==> config.mk <==
export PLATFORM = sky130hd
export DESIGN_NAME = bus_req_ctrl
export DESIGN_NICKNAME = d
export VERILOG_FILES = /design/src/rtl/bus_req_ctrl.sv
export SDC_FILE = /design/constraint.sdc
export NUM_CORES = 1
export LEC_CHECK = 0
export CAP_MARGIN = 10
export CORE_UTILIZATION = 47
export CTS_BUF_LIST = sky130_fd_sc_hd__clkbuf_16
export CTS_CLUSTER_SIZE = 24
export DETAILED_ROUTE_END_ITERATION = 16
export DONT_BUFFER_PORTS = 1
export PLACE_DENSITY = 0.71
export SLEW_MARGIN = 20
export SYNTH_ARGS = -nofsm -noshare
export SYNTH_HDL_FRONTEND = slang
export SYNTH_SLANG_ARGS = --single-unit
==> constraint.sdc <==
create_clock -name clk -period 2 [get_ports clk]
set_clock_uncertainty 0.2 [all_clocks]
set_input_delay 0.2 -clock clk [delete_from_list [all_inputs] [get_ports clk]]
set_output_delay 0.2 -clock clk [all_outputs]
set_load 0.01 [all_outputs]
==> src/rtl/bus_req_ctrl.sv <==
// MESI bus requester: looks up the line state for a processor access, issues
// BusRd/BusRdX/BusUpgr to the arbiter on a miss, and writes back the new state.
package mesi_types;
    typedef enum logic [1:0] {
        No_OP   = 2'b00,
        BusRd   = 2'b01,
        BusRdX  = 2'b10,
        BusUpgr = 2'b11
    } bus_request;
endpackage

// state     | meaning
// IDLE      | ready for a processor access
// LOOKUP    | classify hit/miss from line_state at the latched address
// REQ       | drive latched command/address to the arbiter for one cycle
// GRANT_CHK | compare arbiter grant against our port and address
// RESP      | write new MESI state and signal completion
module bus_req_ctrl
    import mesi_types::*;
#(
    parameter int CACHE_ID = 0
) (
    input  logic       clk,
    input  logic       rst,
    input  logic       cpu_req_valid,
    input  logic       cpu_req_rw,
    input  logic [7:0] cpu_req_addr,
    output logic       cpu_req_ready,
    output logic       cpu_done,
    output logic [7:0] lk_addr,
    input  logic [1:0] line_state,
    output logic       state_wr_en,
    output logic [7:0] state_wr_addr,
    output logic [1:0] state_wr_val,
    output bus_request cmd_in,
    output logic [7:0] bus_addr,
    input  logic [1:0] bus_owner,
    input  logic [7:0] addr_out,
    input  logic       shared_in,
    output logic [3:0] retry_cnt
);

    localparam logic [1:0] ST_I = 2'b00;
    localparam logic [1:0] ST_S = 2'b01;
    localparam logic [1:0] ST_E = 2'b10;
    localparam logic [1:0] ST_M = 2'b11;

    typedef enum logic [2:0] {
        IDLE      = 3'd0,
        LOOKUP    = 3'd1,
        REQ       = 3'd2,
        GRANT_CHK = 3'd3,
        RESP      = 3'd4
    } state_t;

    state_t     state, state_nxt;
    logic [7:0] lat_addr;
    logic       lat_rw;
    bus_request lat_cmd;
    bus_request miss_cmd;
    logic       granted;

    // No_OP here means the access is a hit and needs no bus transaction
    always_comb begin
        miss_cmd = No_OP;
        if (line_state == ST_I)
            miss_cmd = lat_rw ? BusRdX : BusRd;
        else if (lat_rw && line_state == ST_S)
            miss_cmd = BusUpgr;
    end

    assign granted = bus_owner[CACHE_ID] && (addr_out == lat_addr);
    assign lk_addr = lat_addr;

    always_ff @(posedge clk or posedge rst) begin
        if (rst) begin
            state     <= IDLE;
            lat_addr  <= 8'h00;
            lat_rw    <= 1'b0;
            lat_cmd   <= No_OP;
            retry_cnt <= 4'd0;
        end else begin
            state <= state_nxt;
            if (state == IDLE && cpu_req_valid) begin
                lat_addr  <= cpu_req_addr;
                lat_rw    <= cpu_req_rw;
                retry_cnt <= 4'd0;
            end
            if (state == LOOKUP)
                lat_cmd <= miss_cmd;
            if (state == GRANT_CHK && !granted && retry_cnt != 4'd15)
                retry_cnt <= retry_cnt + 4'd1;
        end
    end

    always_comb begin
        state_nxt     = state;
        cpu_req_ready = 1'b0;
        cpu_done      = 1'b0;
        state_wr_en   = 1'b0;
        state_wr_addr = 8'h00;
        state_wr_val  = ST_I;
        cmd_in        = No_OP;
        bus_addr      = 8'h00;
        case (state)
            IDLE: begin
                cpu_req_ready = 1'b1;
                if (cpu_req_valid)
                    state_nxt = LOOKUP;
            end
            LOOKUP: begin
                if (miss_cmd == No_OP) begin
                    cpu_done  = 1'b1;
                    state_nxt = IDLE;
                    if (lat_rw && line_state == ST_E) begin
                        state_wr_en   = 1'b1;
                        state_wr_addr = lat_addr;
                        state_wr_val  = ST_M;
                    end
                end else begin
                    state_nxt = REQ;
                end
            end
            REQ: begin
                cmd_in    = lat_cmd;
                bus_addr  = lat_addr;
                state_nxt = GRANT_CHK;
            end
            GRANT_CHK: begin
                state_nxt = granted ? RESP : REQ;
            end
            RESP: begin
                state_wr_en   = 1'b1;
                state_wr_addr = lat_addr;
                state_wr_val  = (lat_cmd == BusRd) ? (shared_in ? ST_S : ST_E) : ST_M;
                cpu_done      = 1'b1;
                state_nxt     = IDLE;
            end
            default: state_nxt = IDLE;
        endcase
    end

endmodule
==> run metrics <==
slowest stage delay, CP=0.40 ns; synthesized flop and latch total=18; RSZ-0062 raised after global routing=true; CP Cell Sequence=and2b_1, or3b_4, a21oi_4, buf_6, o21a_1; pin count of the biggest net entering global routing=19; Post-Synth XOR/XNOR Area=6.429%; DRC viols=0; Post-Synth Simple-Gate Area=27.44%; Placed Area=1161 um^2; Fin. Hold Viols=0; post-synthesis adder-cell area fraction=1.148%; run status=complete, but fails checks; Setup WS post-layout=-0.1172 ns; routed vias/inst=5.411; TritonCTS Buffers=3; top post-synthesis cells by area=dfrtp_1, and2_1, mux2_2; Initial Utilization=between 40% and 50%; fin nets=158; share of power burned in registers=40.0%; H-tree levels=1; multiplexer share of the synthesized area=about 11%; GR Overflow Total=0; failing checks=setup timing; CP max stage cell=or3b_4; P&R area growth vs syn=30.77%; die extent in x=between 50 and 60 um; top-area cell type share of the netlist area=~41%; fmax=0.4723 GHz; Critical Path Fanout Max=6; Worst Tran Pin Value=0.6576 ns; leading area contributor after synthesis=dfrtp_1; number of enable flip-flop cells after synthesis=0; Psw=770.2 uW; post-route antenna net violation count=0; WP buf/inv=1; main combinational cell family by area after synthesis=simple AND/OR/NAND/NOR gates; Gate power share=40.5%; root buffer cell=clkbuf_16; CP delay by family, top=simple AND/OR/NAND/NOR gates; count of input and output buffers=0; Worst-Skew Late Latency=0.24 ns; HP Class=in2reg; aggregate negative setup slack=-1.067 ns; Switching Fraction=39.22%; WL/cell=15.59 um; Crit. End Element=output pin; n_diodes=0; Mean Syn Cell Area=10.09 um^2; final non-filler cell area=1425 um^2; Rel. slew slack=56.11%; initial antenna violation count=0; proportion of layout cells with a drive suffix above 1=between 20% and 30%; Pre-Repair DR Iteration Count=4; drt total wl=2464 um; max cap viols=0; Worst EP required=1.60 ns; Final HPWL DP=1685 um; post-synthesis cell type count=36; final worst path period share=105.9%; CTS tree=built; Net Count, Synth=~130; Seq/Total Area, Yosys=41.33%; Yosys Warn Count=0; fin crit period=2.117 ns; GP Congestion=0.7099; io pins=60; core area=2191 um^2; worst setup path class=reg2out; clock sink count=18; Setup-failing EPs final=11; First DRT Iteration DRCs=10; num rows=17; Synth Area in Compound Gates=about a tenth; die area=2516 um^2; Top FF cell, synth=dfrtp_1; mapped cell area=1090 um^2; Critical Path Source Type=register; Max Slew Vio Count=0; worst-case clock buffer depth=2; GRT Util Overall=20.43%; Placed Cells=between 100 and 150; DR vias=855; first-pass GRT wire length=3870 um; synth cell count leaders=and2_1, dfrtp_1, mux2_2, nand2_1, xnor2_1; die height=50.16 um; Pleak=0.6165 nW; maximum vdd drop=between 800 and 900 uV; Tot Pwr=1.964 mW; non-filler cells, final=158; number of global-route vias before repair=850; final core utilization=65.05%; Post-Syn Instances=roughly 110; Clk pwr share=between 10% and 20%; Worst EP arrival=1.72 ns; pwr dens=between 1000 and 1500 nW/um^2; Int Power=between 1 and 1.5 mW; Async SR Flop Fraction=between 90% and 100%; clock slew at reported path FFs=0.05 ns
## metal layers
layer  part of all wire [%]  up-vias  GRT usage [%]  wire length (um)
met1                     41      406          24.12              1002
met4                   0.37        0          5.714                 9
met2                     54       32          37.11              1320
li1                       -      415              -                 -
met5                      0        -              0                 0
met3                    5.3        2          3.939               131
## power by group through the flow
stage	logic [mW]	registers [mW]	clock network (mW)
after floorplan	0.599	0.732	0
after global placement	0.720	0.771	0
after detailed placement	0.754	0.785	0
after CTS	0.788	0.781	0.390
after global routing	0.876	0.822	0.405
final	0.796	0.785	0.383
## worst paths after layout
path                             start               to  slack [ns]  depth (start not counted)
setup / recovery              state[2]  state_wr_val[1]       -0.12                          5
hold / removal             addr_out[3]         state[2]        0.04                          3
setup reg to reg            lk_addr[2]     retry_cnt[0]        0.14                          5
hold reg to reg               state[0]         state[0]        0.32                          1
max in group asynchronous          rst       lk_addr[3]        0.88                          2
min in group asynchronous          rst     retry_cnt[3]        0.29                          2
## kinds of logic (layout without fill, tap and decap cells)
family,Yosys count,after routing
xor gates and xnor gates,8,8
buffers and inverters,7,29
muxes,11,11
and+or+nand+nor,51,51
AOI/OAI and AO/OA,12,12
adders and majority gates,1,1
DFF,18,18
## stage by stage
step | setup WS (ns) | hold WS, ns
6_report | -0.1172 | 0.04156
5_1_grt | -0.1865 | 0.05860
4_1_cts | -0.1060 | 0.04624
3_5_place_dp | 0.1238 | 0.02508
3_3_place_gp | 0.1600 | 0.02431
2_1_floorplan | 0.1646 | -0.06143
## registers in the layout (all words and copies together) (netlist names)
register   cells
lat_cmd        2
lat_rw         1
lk_addr        8
retry_cnt      4
state          3
## cell usage in the layout, fill, tap and decap left out, types with 3 or more instances in the layout
master | netlist | final
mux2_2 | 9 | 9
and2_1 | 18 | 10
nand2_1 | 9 | 9
and2_4 | 0 | 8
clkbuf_16 | 0 | 3
inv_1 | 4 | 4
xnor2_1 | 8 | 8
buf_6 | 0 | 3
nor3_1 | 3 | 3
dfrtp_1 | 18 | 18
buf_4 | 1 | 5
dlygate4sd3_1 | 0 | 14
nand3_1 | 3 | 3
## worst register-to-register path: stages (launching register included)
cell	delay [ns]
dfrtp_1	0.45
xnor2_1	0.20
nand3_1	0.17
o31ai_4	0.34
or2_2	0.23
mux2i_1	0.20
## layout make-up
class,count,area [um^2]
clock buffers,3,75.07
fillers,198,765.7
inverters,4,15.01
multi-input cells,83,638.1
flip-flops and latches,18,450.4
well taps,28,35.03
repair buffers,22,211.5
## repair_timing
action,CTS,global route
endpoints found under the hold margin,32,0
pin swaps,0,1
setup endpoints to repair,11,11
cloned,0,1
setup buffers,0,0
hold buffers,14,0
gates resized for setup,4,10
No activity file was read; power rests on OpenSTA's default activity.
